**src/rtl/axi_round_clip_multi.sv**
```systemverilog
// Multi-channel AXI-Stream round-and-saturate stage: S1 rounds off DROP LSBs with a
// per-beat rounding mode, S2 saturates to WIDTH_OUT and counts beats that clipped.
module axi_round_clip_multi #(
    parameter int WIDTH_IN  = 18,
    parameter int WIDTH_OUT = 16,
    parameter int CLIP_BITS = 1,
    parameter int NUM_CH    = 2,
    parameter int CNT_W     = 32
) (
    input  logic                          clk,
    input  logic                          reset,
    input  logic [1:0]                    mode,
    input  logic                          clear_stats,
    input  logic [NUM_CH*WIDTH_IN-1:0]    i_tdata,
    input  logic                          i_tlast,
    input  logic                          i_tvalid,
    output logic                          i_tready,
    output logic [NUM_CH*WIDTH_OUT-1:0]   o_tdata,
    output logic                          o_tlast,
    output logic                          o_tvalid,
    input  logic                          o_tready,
    output logic [CNT_W-1:0]              sat_count,
    output logic                          sat_flag
);

    localparam int DROP = WIDTH_IN - WIDTH_OUT - CLIP_BITS;
    // One guard bit above the shifted value so a round-up never wraps.
    localparam int RW   = WIDTH_IN - DROP + 1;

    localparam logic [WIDTH_OUT-1:0] MAX_C = {1'b0, {(WIDTH_OUT-1){1'b1}}};
    localparam logic [WIDTH_OUT-1:0] MIN_C = {1'b1, {(WIDTH_OUT-1){1'b0}}};

    // In range when every bit from the result MSB down to the output sign bit agrees.
    function automatic logic clip_f(input logic [RW-1:0] r);
        logic [RW-WIDTH_OUT:0] top;
        top    = r[RW-1:WIDTH_OUT-1];
        clip_f = !((top == '0) || (top == '1));
    endfunction

    function automatic logic [WIDTH_OUT-1:0] sat_f(input logic [RW-1:0] r);
        if (!clip_f(r)) begin
            sat_f = r[WIDTH_OUT-1:0];
        end else if (r[RW-1]) begin
            sat_f = MIN_C;
        end else begin
            sat_f = MAX_C;
        end
    endfunction

    logic [NUM_CH*RW-1:0] rnd_s;

    genvar k;
    generate
        for (k = 0; k < NUM_CH; k++) begin : g_ch
            logic signed [WIDTH_IN-1:0] x_s;
            logic        [RW-1:0]       r_s;

            assign x_s = i_tdata[k*WIDTH_IN +: WIDTH_IN];
            assign rnd_s[k*RW +: RW] = r_s;

            if (DROP > 0) begin : g_rnd
                logic [WIDTH_IN-DROP-1:0] q_s;
                logic [DROP-1:0]          f_s;
                logic [DROP-1:0]          fsh_s;
                logic                     half_s;
                logic                     inc_s;

                // Floor-shift, then add the mode-dependent round increment.
                always_comb begin
                    q_s    = x_s[WIDTH_IN-1:DROP];
                    f_s    = x_s[DROP-1:0];
                    fsh_s  = f_s << 1'b1;
                    half_s = f_s[DROP-1] & (fsh_s == '0);
                    inc_s  = 1'b0;
                    case (mode)
                        2'd0:    inc_s = 1'b0;
                        2'd1:    inc_s = x_s[WIDTH_IN-1] & (f_s != '0);
                        2'd2:    inc_s = f_s[DROP-1];
                        2'd3:    inc_s = f_s[DROP-1] & (~half_s | q_s[0]);
                        default: inc_s = 1'b0;
                    endcase
                    r_s = {q_s[WIDTH_IN-DROP-1], q_s} + {{(RW-1){1'b0}}, inc_s};
                end
            end else begin : g_byp
                assign r_s = {x_s[WIDTH_IN-1], x_s};
            end
        end
    endgenerate

    logic                          s1_valid_q, s1_valid_d;
    logic                          s1_last_q,  s1_last_d;
    logic [NUM_CH*RW-1:0]          s1_data_q,  s1_data_d;
    logic                          o_valid_q,  o_valid_d;
    logic                          o_last_q,   o_last_d;
    logic [NUM_CH*WIDTH_OUT-1:0]   o_data_q,   o_data_d;
    logic [CNT_W-1:0]              sat_count_q, sat_count_d;
    logic                          sat_flag_q,  sat_flag_d;

    logic                          s2_rdy_s;
    logic                          s1_adv_s;
    logic                          in_rdy_s;
    logic                          acc_s;
    logic                          clip_any_s;
    logic [NUM_CH*WIDTH_OUT-1:0]   sat_data_s;

    // Handshake, pipeline advance, saturation and clip statistics.
    always_comb begin
        s2_rdy_s   = ~o_valid_q | o_tready;
        s1_adv_s   = s1_valid_q & s2_rdy_s;
        in_rdy_s   = ~s1_valid_q | s2_rdy_s;
        acc_s      = i_tvalid & in_rdy_s;

        clip_any_s = 1'b0;
        sat_data_s = '0;
        for (int c = 0; c < NUM_CH; c++) begin
            sat_data_s[c*WIDTH_OUT +: WIDTH_OUT] = sat_f(s1_data_q[c*RW +: RW]);
            clip_any_s = clip_any_s | clip_f(s1_data_q[c*RW +: RW]);
        end

        s1_valid_d = s1_valid_q;
        s1_last_d  = s1_last_q;
        s1_data_d  = s1_data_q;
        if (acc_s) begin
            s1_valid_d = 1'b1;
            s1_last_d  = i_tlast;
            s1_data_d  = rnd_s;
        end else if (s1_adv_s) begin
            s1_valid_d = 1'b0;
        end else begin
            s1_valid_d = s1_valid_q;
        end

        o_valid_d = o_valid_q;
        o_last_d  = o_last_q;
        o_data_d  = o_data_q;
        if (s1_adv_s) begin
            o_valid_d = 1'b1;
            o_last_d  = s1_last_q;
            o_data_d  = sat_data_s;
        end else if (o_tready) begin
            o_valid_d = 1'b0;
        end else begin
            o_valid_d = o_valid_q;
        end

        // A clip is counted as its beat enters the output register; clear takes priority.
        sat_count_d = sat_count_q;
        sat_flag_d  = sat_flag_q;
        if (clear_stats) begin
            sat_count_d = '0;
            sat_flag_d  = 1'b0;
        end else if (s1_adv_s && clip_any_s) begin
            sat_flag_d = 1'b1;
            if (sat_count_q != '1) begin
                sat_count_d = sat_count_q + {{(CNT_W-1){1'b0}}, 1'b1};
            end else begin
                sat_count_d = sat_count_q;
            end
        end else begin
            sat_count_d = sat_count_q;
        end
    end

    // Pipeline and statistics registers.
    always_ff @(posedge clk or posedge reset) begin
        if (reset) begin
            s1_valid_q  <= 1'b0;
            s1_last_q   <= 1'b0;
            s1_data_q   <= '0;
            o_valid_q   <= 1'b0;
            o_last_q    <= 1'b0;
            o_data_q    <= '0;
            sat_count_q <= '0;
            sat_flag_q  <= 1'b0;
        end else begin
            s1_valid_q  <= s1_valid_d;
            s1_last_q   <= s1_last_d;
            s1_data_q   <= s1_data_d;
            o_valid_q   <= o_valid_d;
            o_last_q    <= o_last_d;
            o_data_q    <= o_data_d;
            sat_count_q <= sat_count_d;
            sat_flag_q  <= sat_flag_d;
        end
    end

    assign i_tready  = in_rdy_s;
    assign o_tdata   = o_data_q;
    assign o_tlast   = o_last_q;
    assign o_tvalid  = o_valid_q;
    assign sat_count = sat_count_q;
    assign sat_flag  = sat_flag_q;

endmodule

```
**config.mk**
```make
export PLATFORM = sky130hd
export DESIGN_NAME = axi_round_clip_multi
export DESIGN_NICKNAME = d
export VERILOG_FILES = /design/src/rtl/axi_round_clip_multi.sv
export SDC_FILE = /design/constraint.sdc
export NUM_CORES = 1
export LEC_CHECK = 0
export BUFFER_PORTS_ARGS = -buffer_cell sky130_fd_sc_hd__buf_2
export CAP_MARGIN = 20
export CELL_PAD_IN_SITES_DETAIL_PLACEMENT = 0
export CELL_PAD_IN_SITES_GLOBAL_PLACEMENT = 2
export CORE_MARGIN = 4
export CORE_UTILIZATION = 35
export DETAILED_ROUTE_END_ITERATION = 10
export GPL_ROUTABILITY_DRIVEN = 0
export HOLD_SLACK_MARGIN = 0.02
export PLACE_DENSITY_LB_ADDON = 0.1
export SLEW_MARGIN = 10
export SYNTH_ARGS = -nofsm -noshare
export SYNTH_HDL_FRONTEND = slang
export SYNTH_SLANG_ARGS = --single-unit
```
**constraint.sdc**
```tcl
create_clock -name clk -period 8.3 [get_ports clk]
set_input_delay 0.415 -clock clk [delete_from_list [all_inputs] [get_ports clk]]
set_output_delay 0.415 -clock clk [all_outputs]
set_load 0.03 [all_outputs]
```
==> summary.md <==
| Metric | Value |
|---|---|
| Multi-input logic area | ~2600 um^2 |
| Syn Nets | roughly 660 |
| Clock Skew | between 6 and 7 ps |
| Htree depth | 3 |
| Largest net degree at the start of global routing | 70 |
| Die Ht | between 100 and 150 um |
| First-pass GRT wire length | between 20000 and 25000 um |
| Setup violators final | 0 |
| Cts repair resizes | 0 |
| Critical path endpoint category | register |
| Routed len/inst | ~15 um |
| Post-route ant nets | 0 |
| Port buffer count | between 100 and 150 |
| Fill cells | around 1600 |
| Starting Density | between 30 and 40% |
| Top fanout value on the critical path | 36 |
| Synthesized instance count | a little over 600 |
| Slew @ Worst Pin | roughly 1000 ps |
| Relative slew slack | a little under a third |
| Share of cells above drive strength 1 | a little over a fifth |
| Power Density | 211.4 nW/um^2 |
| Synthesized area per cell | a little under 9 um^2 |
| Clock latency on the worst-skew pair | 340 ps |
| Chip Width | ~130 um |
| P_leak | around 2.8 nW |
| Post-route cell area | about 6400 um^2 |
| Gr ovfl total | 0 |
| Vias in the first global route | approximately 4400 |
| Ant diodes | 0 |
| Area growth syn-to-layout | 18.14% |
| Area contributors post-synth | dfrtp_1, o21ai_0, nand2_1 |
| Nets | 750 |
| Post-synth top area share | roughly half |
| Period utilization | a little under two fifths |
| DRT Wirelength | 13520 um |
| Final worst slack | roughly 5200 ps |
| Postcts setup bufs | 0 |
| RSZ-0062 raised after global routing | false |
| Kind of critical path | register to register |
| Max-Cap Viols | 0 |
| Post-layout minimum cycle time | slightly above 3000 ps |
| Peak Freq | about 320 MHz |
| Status | completed |
| Synth cell types | 41 |
| Commonest non-fill, non-tap cells in the layout | nand2_1, buf_2, dfrtp_1 |
| Core area | roughly 15000 um^2 |
| CP Launch Type | register |
| Synth async-reset ratio | 100.0% |
| CTS buffer count | 9 |
| CTS tree | done |
| Peak supply drop | 0.09625 mV |
| Drc violations | 0 |
| Dpl cell area | a little over 6000 um^2 |
| TritonRoute pass-1 iters | 4 |
| Slew Viols, Final | 0 |
| Root buffer cell | clkbuf_16 |
| YS warnings | 0 |
| Clk sink count | 105 |
| Clock Path Buffers | 2 |
| Setup tns final | 0 ps |
| Post-Syn Area | between 5000 and 6000 um^2 |
| Worst slack, placed | approximately 5200 ps |
| DP Wirelength | slightly below 10000 um |
| Synthesis-stage register bit count | between 100 and 150 |
| Commonest non-fill, non-tap cell in the layout | nand2_1 |
| DR iter-0 viols | around 260 |
| Critical Path AT | 3360 ps |
| Rows | 45 |
| Required time worst endpoint | between 8000 and 9000 ps |
| Die area | approximately 17000 um^2 |
| Min-Delay Path Class | input port to async pin |
| Hold-fix buffers, CTS | 0 |
| Top_reg_cell synth | dfrtp_1 |
| Reg clk slew, reported paths | ~80 ps |
| Final hold violation count | 0 |
| Via count | 4634 |
| Drt via density | 5.183 |
| Yosys top cell by area | dfrtp_1 |
| Initial antenna violation count | 0 |
| Io pins | 112 |
| Total global-route track usage | between 15 and 20% |
| Seq/Total Area, Yosys | between 40% and 50% |
| Post-synth EDFFs | 0 |
| FF+latch area | 2628 um^2 |
## kinds of logic after synthesis
group | Yosys count | synth area share (%)
flops | 105 | 48.85
xor+xnor | 30 | 4.885
fa+ha+maj | 5 | 1.163
buf+inv | 43 | 3.117
simple gates | 265 | 24.28
mux | 7 | 1.466
compound gates | 158 | 16.24
## layer usage
layer | up-vias | wire length [um] | global-route usage, %
met5 | - | 0 | 0
met4 | 0 | 91 | 4.201
met3 | 6 | 547 | 3.321
met2 | 94 | 6263 | 24.40
met1 | 2167 | 6619 | 21.95
li1 | 2367 | - | -
## path summary, 6_finish.rpt
path	start	endpoint	slack, ps	cells after the start
setup / recovery	s1_data_q[17]	sat_count[13]	5200	5
setup reg to reg	s1_data_q[17]	sat_count[13]	5200	5
hold reg to reg	s1_data_q[8]	s1_data_q[8]	470	2
max in group asynchronous	reset	sat_count[12]	7010	3
min in group clk	i_tvalid	s1_valid_q	290	2
hold / removal	reset	o_tdata[22]	160	2
## through the flow
stage	util [%]	cells	power (W)	hold WS, ps
after floorplan	-	613	0.0008397	433.1
after global placement	40.08	878	0.0009453	460.5
after detailed placement	40.08	878	0.0009531	464.4
after CTS	41.96	894	0.001367	180.4
after global routing	41.96	894	0.001422	212.3
final	41.96	894	0.001343	157.1
## layout make-up
| class | count | area share (%) |
|---|---|---|
| Clock buffer | 9 | 3.544 |
| Clock inverter | 7 | 0.9254 |
| Timing Repair Buffer | 115 | 9.214 |
| Sequential cell | 105 | 41.35 |
| Tap cell | 188 | 3.702 |
| Multi-Input combinational cell | 465 | 40.93 |
| Inverter | 5 | 0.3347 |
## worst max-delay path, cell delays in order (launching register included)
cell	delay (ps)
dfrtp_1	600
and3_1	300
o22ai_1	460
nand2_1	760
or4_1	720
a21oi_1	170
## state kept, by name, indices dropped and copies added, names as in the netlist
name,count
s1_last_q,1
sat_count,32
s1_data_q,36
o_tvalid,1
sat_flag,1
o_tdata,32
o_tlast,1
s1_valid_q,1
## power by group
group          leakage, nW  total (W)  switching, W  internal (W)
logic                 1.35   0.000299      0.000211     0.0000880
registers             1.34   0.000634     0.0000530      0.000581
clock network        0.139   0.000410      0.000200      0.000210
total                 2.83    0.00134      0.000464      0.000879
## synthesized netlist by cell type, types with 13 or more instances
cell and number:
a21oi_1 27, and3_1 13, clkbuf_1 32, dfrtp_1 105, nand2_1 114, nand3_1 24
nand4_1 17, nor2_1 34, o21ai_0 102, o31ai_1 18, or4_1 19, xnor2_1 17
xor2_1 13
No activity file was read; power rests on OpenSTA's default activity.
